==> config.mk <==
export PLATFORM = sky130hd
export DESIGN_NAME = p16_uart_fifo_tx
export DESIGN_NICKNAME = d
export VERILOG_FILES = /design/src/rtl/p16_uart_pkg.sv /design/src/rtl/p16_uart_baud_tick.sv /design/src/rtl/p16_uart_fifo_tx.sv
export SDC_FILE = /design/constraint.sdc
export NUM_CORES = 1
export LEC_CHECK = 0
export CAP_MARGIN = 30
export CORE_MARGIN = 1
export CORE_UTILIZATION = 56
export CTS_BUF_LIST = sky130_fd_sc_hd__clkbuf_4 sky130_fd_sc_hd__clkbuf_8 sky130_fd_sc_hd__clkbuf_16
export CTS_CLUSTER_SIZE = 40
export DETAILED_ROUTE_END_ITERATION = 8
export PLACE_DENSITY_LB_ADDON = 0.12
export SETUP_SLACK_MARGIN = 0.5
export SLEW_MARGIN = 20
export SYNTH_ARGS = -nofsm -noshare
export SYNTH_HDL_FRONTEND = slang
export SYNTH_HIERARCHICAL = 1
export SYNTH_SLANG_ARGS = --single-unit
==> constraint.sdc <==
create_clock -name i_clk -period 3.3 [get_ports i_clk]
set_input_delay 0.825 -clock i_clk [delete_from_list [all_inputs] [get_ports i_clk]]
set_output_delay 0.825 -clock i_clk [all_outputs]
set_load 0.05 [all_outputs]
==> src/rtl/p16_uart_pkg.sv <==
// Shared UART definitions: state encoding, rate helper and default parameters
// used by the transmitter and the future receiver.
package p16_uart_pkg;

  typedef enum logic [2:0] {
    IDLE   = 3'd0,
    FETCH  = 3'd1,
    START  = 3'd2,
    DATA   = 3'd3,
    PARITY = 3'd4,
    STOP   = 3'd5
  } tx_state_t;

  localparam int DEF_CLK_HZ    = 12_000_000;
  localparam int DEF_BAUD      = 115_200;
  localparam int DEF_DATA_BITS = 8;
  localparam int DEF_STOP_BITS = 1;

  function automatic int clks_per_bit(input int clk_hz, input int baud);
    return clk_hz / baud;
  endfunction

endpackage

==> src/rtl/p16_uart_baud_tick.sv <==
// Bit-period counter: counts 0..CLKS_PER_BIT-1 and flags the last cycle of
// each bit period. A synchronous clear parks the count at zero.
module p16_uart_baud_tick #(
  parameter int CLKS_PER_BIT = 4,
  parameter int CW           = $clog2(CLKS_PER_BIT)
) (
  input  logic          clk,
  input  logic          rst_n,
  input  logic          clear,
  output logic          bit_end,
  output logic [CW-1:0] count
);

  localparam logic [CW-1:0] LAST = CW'(CLKS_PER_BIT - 1);

  logic [CW-1:0] cnt_q;

  always_ff @(posedge clk or negedge rst_n) begin
    if (!rst_n) begin
      cnt_q <= '0;
    end else if (clear || (cnt_q == LAST)) begin
      cnt_q <= '0;
    end else begin
      cnt_q <= cnt_q + 1'b1;
    end
  end

  assign bit_end = (cnt_q == LAST);
  assign count   = cnt_q;

endmodule

==> src/rtl/p16_uart_fifo_tx.sv <==
// UART transmitter draining a one-cycle-latency FIFO read port onto an idle-high
// serial line, LSB first. Define P16_UART_TX_PARITY_EN to add an even parity bit.
module p16_uart_fifo_tx
  import p16_uart_pkg::*;
#(
  parameter int CLK_HZ    = DEF_CLK_HZ,
  parameter int BAUD      = DEF_BAUD,
  parameter int DATA_BITS = DEF_DATA_BITS,
  parameter int STOP_BITS = DEF_STOP_BITS
) (
  input  logic                 i_clk,
  input  logic                 i_rst_n,
  input  logic                 i_enable,
  output logic                 o_fifo_rd_en,
  input  logic [DATA_BITS-1:0] i_fifo_rd_data,
  input  logic                 i_fifo_rd_valid,
  input  logic                 i_fifo_empty,
  output logic                 o_tx,
  output logic                 o_busy,
  output logic                 o_byte_done,
  output tx_state_t            o_state
);

  localparam int CPB = clks_per_bit(CLK_HZ, BAUD);
  localparam int CW  = $clog2(CPB);
  localparam int BCW = $clog2(DATA_BITS);

  localparam logic [BCW-1:0] DATA_LAST = BCW'(DATA_BITS - 1);
  localparam logic [BCW-1:0] STOP_LAST = BCW'(STOP_BITS - 1);
  localparam logic [CW-1:0]  PRE_END   = CW'(CPB - 2);

  if (CPB < 2) begin : g_bad_rate
    $error("p16_uart_fifo_tx: CLK_HZ / BAUD must be at least 2");
  end
  if ((STOP_BITS < 1) || (STOP_BITS > 2)) begin : g_bad_stop
    $error("p16_uart_fifo_tx: STOP_BITS must be 1 or 2");
  end

  tx_state_t            state_q, state_d;
  logic [DATA_BITS-1:0] shift_q, shift_d;
  logic [BCW-1:0]       bit_cnt_q, bit_cnt_d;
  logic                 rd_en_q, rd_en_d;
  logic                 tx_q, tx_d;
  logic                 busy_q, busy_d;
  logic                 done_q, done_d;
  logic                 baud_clr;
  logic                 bit_end;
  logic [CW-1:0]        baud_cnt;
`ifdef P16_UART_TX_PARITY_EN
  logic                 parity_q, parity_d;
`endif

  p16_uart_baud_tick #(
    .CLKS_PER_BIT(CPB),
    .CW          (CW)
  ) u_baud (
    .clk    (i_clk),
    .rst_n  (i_rst_n),
    .clear  (baud_clr),
    .bit_end(bit_end),
    .count  (baud_cnt)
  );

  // Outputs are registered from next-state values so they line up with state_q.
  always_comb begin
    state_d   = state_q;
    shift_d   = shift_q;
    bit_cnt_d = bit_cnt_q;
    baud_clr  = 1'b0;
`ifdef P16_UART_TX_PARITY_EN
    parity_d  = parity_q;
`endif
    case (state_q)
      IDLE: begin
        baud_clr = 1'b1;
        if (rd_en_q) state_d = FETCH;
      end
      FETCH: begin
        baud_clr = 1'b1;
        if (i_fifo_rd_valid) begin
          shift_d   = i_fifo_rd_data;
          bit_cnt_d = '0;
          state_d   = START;
`ifdef P16_UART_TX_PARITY_EN
          parity_d  = ^i_fifo_rd_data;
`endif
        end else begin
          state_d = IDLE;
        end
      end
      START: begin
        if (bit_end) begin
          bit_cnt_d = '0;
          state_d   = DATA;
        end
      end
      DATA: begin
        if (bit_end) begin
          shift_d = shift_q >> 1;
          if (bit_cnt_q == DATA_LAST) begin
            bit_cnt_d = '0;
`ifdef P16_UART_TX_PARITY_EN
            state_d   = PARITY;
`else
            state_d   = STOP;
`endif
          end else begin
            bit_cnt_d = bit_cnt_q + 1'b1;
          end
        end
      end
`ifdef P16_UART_TX_PARITY_EN
      PARITY: begin
        if (bit_end) begin
          bit_cnt_d = '0;
          state_d   = STOP;
        end
      end
`endif
      STOP: begin
        if (bit_end) begin
          if (bit_cnt_q == STOP_LAST) begin
            bit_cnt_d = '0;
            state_d   = IDLE;
          end else begin
            bit_cnt_d = bit_cnt_q + 1'b1;
          end
        end
      end
      default: begin
        state_d = IDLE;
      end
    endcase

    // The pop request leads FETCH by one cycle so read data lands in FETCH.
    rd_en_d = (state_d == IDLE) && !rd_en_q && i_enable && !i_fifo_empty;
    busy_d  = (state_d != IDLE);
    done_d  = (state_q == STOP) && (bit_cnt_q == STOP_LAST) && (baud_cnt == PRE_END);

    tx_d = 1'b1;
    if (state_d == START) tx_d = 1'b0;
    if (state_d == DATA)  tx_d = shift_d[0];
`ifdef P16_UART_TX_PARITY_EN
    if (state_d == PARITY) tx_d = parity_d;
`endif
  end

  always_ff @(posedge i_clk or negedge i_rst_n) begin
    if (!i_rst_n) begin
      state_q   <= IDLE;
      shift_q   <= '0;
      bit_cnt_q <= '0;
      rd_en_q   <= 1'b0;
      tx_q      <= 1'b1;
      busy_q    <= 1'b0;
      done_q    <= 1'b0;
    end else begin
      state_q   <= state_d;
      shift_q   <= shift_d;
      bit_cnt_q <= bit_cnt_d;
      rd_en_q   <= rd_en_d;
      tx_q      <= tx_d;
      busy_q    <= busy_d;
      done_q    <= done_d;
    end
  end

`ifdef P16_UART_TX_PARITY_EN
  always_ff @(posedge i_clk or negedge i_rst_n) begin
    if (!i_rst_n) parity_q <= 1'b0;
    else          parity_q <= parity_d;
  end
`endif

  assign o_fifo_rd_en = rd_en_q;
  assign o_tx         = tx_q;
  assign o_busy       = busy_q;
  assign o_byte_done  = done_q;
  assign o_state      = state_q;

endmodule
# Word level (Yosys, flattened, before mapping)
# Cells that the tools add are included.
[word_totals]
output_inout_bits = 7
input_bits = 13
register_bits = 25
elab_cells = 63
[op_classes]
add_sub_neg = 2
n_eq_ne = 13
n_reduce_logical = 17
muxes = 22
[op_table]
columns = ["op", "n"]
rows = [
  ["3-bit 2-to-1 mux", 12],
  ["8-bit 2-to-1 mux", 2],
  ["8-bit case mux with 2 select lines", 1],
  ["3-bit case mux with 5 select lines", 1],
  ["7-bit == test (second input constant)", 2],
  ["3-bit by 2-bit == test with 1-bit output (second input constant)", 4],
  ["3-bit case mux with 4 select lines", 1],
  ["3-bit logical NOT", 3],
  ["2-bit != test (second input constant)", 4],
  ["7-bit by 1-bit adder with 7-bit output (second input constant)", 1],
  ["7-bit 2-to-1 mux", 1],
  ["3-bit == test (second input constant)", 2],
  ["1-bit logical AND", 5],
  ["5-bit AND reduction", 1],
  ["4-bit nonzero test", 1],
  ["3-bit by 1-bit adder with 3-bit output (second input constant)", 1],
  ["3-bit by 1-bit == test with 1-bit output (second input constant)", 1],
  ["1-bit 2-to-1 mux", 3],
  ["3-bit AND reduction", 1],
  ["3-bit nonzero test", 1],
  ["1-bit logical NOT", 2],
  ["2-bit 2-to-1 mux", 1],
  ["2-bit nonzero test", 1],
  ["2-bit OR reduction", 1],
  ["1-bit logical OR", 1],
]

# Depth between registers and ports, before layout
[depth]
depth_word = 8
ltp_mapped = 8
depth_no_buf = 7

# By module
# The synthesis kept the hierarchy.
[by_module_without_submodules]
columns = ["mod", "seq_area_each_um2", "instances", "area_each_um2", "cells_each"]
rows = [
  ["p16_uart_fifo_tx", 451.7, 1, 903.4, 85],
  ["p16_uart_baud_tick", 175.2, 1, 339.1, 33],
]

# Worst setup path before layout
# OpenSTA, ideal clock, no wires.
[synth_timing]
kind = "register to register"
from = "register u_baud.cnt_q[3] (netlist: u_baud/count[3])"
to = "register tx_q (netlist: o_tx)"
arrival_time_ps = 1876
period_less_slack_ps = 1953
setup_time_ps = 77
setup_slack_ps = 1347
path_stages_with_launch = 7
n_path_buf = 0
required_ps = 3223
path_cell_list = "dfrtp_1 > or3b_1 > nor2_1 > mux2_2 > nand3b_1 > a21o_1 > a21bo_1"
[synth_between]
elab_cells_between_ends = 11
cone_classes = "3 x eq/ne; 8 x mux"
[synth_lines]
columns = ["element", "line", "text"]
rows = [
  ["start, declared", "p16_uart_baud_tick.sv:16", "logic [CW-1:0] cnt_q;"],
  ["start signal, assigned", "p16_uart_baud_tick.sv:24", "cnt_q <= cnt_q + 1'b1;"],
  ["7-bit == test", "p16_uart_baud_tick.sv:28", "assign bit_end = (cnt_q == LAST);"],
  ["named net bit_end", "p16_uart_fifo_tx.sv:47", "logic bit_end;"],
  ["8-bit 2-to-1 mux", "p16_uart_fifo_tx.sv:98", "if (bit_end) begin"],
  ["8-bit case mux with 2 select lines", "p16_uart_fifo_tx.sv:73", "case (state_q)"],
  ["named net shift_d[0]", "p16_uart_fifo_tx.sv:40", "logic [DATA_BITS-1:0] shift_q, shift_d;"],
  ["1-bit 2-to-1 mux", "p16_uart_fifo_tx.sv:142", "if (state_d == DATA) tx_d = shift_d[0];"],
  ["named net tx_d", "p16_uart_fifo_tx.sv:43", "logic tx_q, tx_d;"],
  ["end signal, assigned", "p16_uart_fifo_tx.sv:162", "tx_q <= tx_d;"],
  ["end, declared", "p16_uart_fifo_tx.sv:43", ""],
]
# The timed path passes the listed nets, and every way through them passes these cells. The select of a mux whose other input is x is not followed.
# A chain may end at the register's enable or synchronous reset.

# Worst setup path after layout
[layout_timing]
from = "register state_q[0] (netlist: o_state[0])"
to = "output o_state[0]"
[layout_lines]
columns = ["element", "line", "text"]
rows = [
  ["start, declared", "p16_uart_fifo_tx.sv:39", "tx_state_t state_q, state_d;"],
  ["start signal, assigned", "p16_uart_fifo_tx.sv:158", "state_q <= state_d;"],
  ["end, declared", "p16_uart_fifo_tx.sv:21", "output tx_state_t o_state"],
]
# No word-level cell between the ends.

==> flow_metrics.env <==
export IMPL_initial_core_util_pct=61.4
export IMPL_drt_initial_drc_count=51
export IMPL_n_antenna_cell=0
export IMPL_finalSetupViolations=0
export IMPL_synth_seq_area_share_pct=50.5
export IMPL_synthTopCellsByArea="dfrtp_1 48%, a222oi_1 4.8%, ha_1 4.0%"
export IMPL_final_cell_mix="24 x dfrtp_1, 19 x clkdlybuf4s50_1, 12 x inv_1"
export IMPL_grt_usage_pct=22.4
export IMPL_wl_per_cell_um=14.3
export IMPL_cts_resized=0
export IMPL_htree_num_levels=1
export IMPL_worstPathCellList="clkdlybuf4s50_1"
export IMPL_worstSetupEndpointType="output port"
export IMPL_cts_sinks=25
export IMPL_final_util_pct=72.7
export IMPL_slew_viol_final=0
export IMPL_route_detailed_drc=0
export IMPL_drive_gt1_share_pct=6.57
export IMPL_cts_hold_buf=0
export IMPL_grt_overflow_total=0
export IMPL_synth_edf_count=0
export IMPL_grt_first_pass_wirelength_mm=4.10
export IMPL_power_density_cell_area_mw_per_mm2=321
export IMPL_netlist_instances=118
export IMPL_syn_area_per_cell_um2=10.5
export IMPL_fp_dieW_um=49.1
export IMPL_yosysWarnings=6
export IMPL_yosysUniqueCellTypes=39
export IMPL_via_per_inst=5.84
export IMPL_hold_violations=0
export IMPL_cp_data_arrival_time_ns=1.78
export IMPL_fin_crit_sh_pct=78.9
export IMPL_fp_coreArea_mm2=0.00202
export IMPL_cts_root_buf="clkbuf_4"
export IMPL_hold_path_class="reg2reg"
export IMPL_multi_input_area_um2=537
export IMPL_synth_top_area_share_pct=48.3
export IMPL_portBuffers=19
export IMPL_start_kind="flop"
export IMPL_worst_path_stages=1
export IMPL_leakage_uw=0.000715
export IMPL_cts_tree="yes"
export IMPL_final_common_cell="dfrtp_1"
export IMPL_antenna_found_initial=0
export IMPL_cts_buffer_depth=2
export IMPL_critPathTopFamily="buffers and inverters"
export IMPL_max_freq_mhz=384
export IMPL_slew_headroom_pct=66.1
export IMPL_skew_ns=0.00265
export IMPL_grt_max_degree=26
export IMPL_die_h_um=49.1
export IMPL_critPathRequiredTime_ns=2.47
export IMPL_yosys_area_top_type="dfrtp_1"
export IMPL_holdPathStages=1
export IMPL_outcome="finished, final reports clean"
export IMPL_critical_path_max_stage_delay_ns=0.88
export IMPL_dpl_hpwl_mm=1.72
export IMPL_synth_top_flop_cell="dfrtp_1"
export IMPL_ant_nets=0
export IMPL_postCtsSetupBuffers=0
export IMPL_setup_ws_ns=0.697
export IMPL_dp_cells=160
export IMPL_timing_critical_path_buf_inv=1
export IMPL_min_period_ns=2.60
export IMPL_peakVddDrop_uv=286
export IMPL_num_vias=958
export IMPL_rsz0062_at_grt="no"
export IMPL_io_pins=20
export IMPL_num_nets_final=155
export IMPL_worstRegToRegCells=6
export IMPL_syn_nets=135
export IMPL_syn2layout_area_growth_pct=18.3
export IMPL_drv_cap=0
export IMPL_path_class="reg2out"
export IMPL_synth_async_reset_ratio_pct=100
export IMPL_crit_path_max_fanout=13
export IMPL_netlist_area_mm2=0.00124
export IMPL_firstDrtPassIters=5
export IMPL_fin_cells=164
export IMPL_worst_skew_pair_late_latency_ns=0.31
export IMPL_worst_path_max_delay_cell="clkdlybuf4s50_1"
export IMPL_fillers=146
export IMPL_cts_inserted_buffers=3
export IMPL_placementRows=16
export IMPL_clk_pin_slew_ns=0.13
export IMPL_fin_setup_tns_ns=0
export IMPL_first_global_vias=947
export IMPL_place_congestion=0.801
export IMPL_ys_ff_latch=25
export IMPL_die_area_mm2=0.00241
export IMPL_tightest_slew_ns=0.508
export IMPL_wl_mm=2.35
export IMPL_seq_area_um2=627
export IMPL_dpl_worst_slack_ns=1.01
==> layer usage <==
metal	wire, µm	global-route usage (%)	vias up
met5	0	0	-
met3	85	4.98	4
met2	1150	38.4	22
li1	-	-	462
met1	1100	28.2	470
met4	11	5.88	0
==> cell families after synthesis <==
kind of cell,count (synthesis),share of synthesized area (%)
AO/OA/AOI/OAI,26,15.6
XOR/XNOR,3,2.12
adder cells (fa/ha/maj),4,4.03
buffers and inverters,17,6.34
flip-flops,25,50.5
multiplexers,3,2.52
AND/OR/NAND/NOR,40,18.9
==> synth_stat cells (all sizes together) (2+ instances only) <==
library cell / n
xnor2: 2
a21o: 2
nand2b: 3
a222oi: 6
o21ai: 5
a22o: 2
a21oi: 4
mux2i: 2
nor2b: 2
nor2: 7
nand3b: 3
inv: 12
ha: 4
nand3: 7
o22ai: 2
dfrtp: 24
buf: 5
nor4: 2
nand2: 8
==> flip-flops by register name, summed over array words and instances (netlist names) <==
name,flops
shift_q,8
u_baud/count,7
bit_cnt_q,3
o_state,3
o_busy,1
o_byte_done,1
o_fifo_rd_en,1
o_tx,1
==> path summary, 6_finish.rpt <==
check                                 from         endpoint  slack (ns)
setup / recovery                o_state[0]       o_state[0]        0.70
hold / removal                  shift_q[0]       shift_q[0]        0.49
setup reg to reg           u_baud/count[3]       shift_q[5]        1.01
hold reg to reg                 shift_q[0]       shift_q[0]        0.49
max in group asynchronous          i_rst_n             o_tx        2.16
min in group asynchronous          i_rst_n  u_baud/count[6]        0.85
==> where the power goes <==
group          leakage [µW]  switching [µW]  internal (µW)  total [µW]
Combinational      0.000392            8.11           13.3        21.4
Clock             0.0000184            89.0           55.5         144
Sequential         0.000305               0            306         306
==> through the flow <==
stage / power, µW / hold slack (ns) / instance area, µm²
finish: 472 / 0.494 / 1470
global route: 489 / 0.523 / 1470
CTS: 475 / 0.500 / 1470
detailed placement: 334 / 0.470 / 1440
global placement: 334 / 0.462 / 1440
floorplan: 313 / 0.447 / 1240
==> layout make-up <==
type	instances	area share, %
tap	27	2.30
timing repair buffer	20	13.4
inverter	12	3.06
sequential	25	42.6
multi-input combinational	76	36.5
clock buffer	4	2.04
Power figures use the tool's default switching activity.
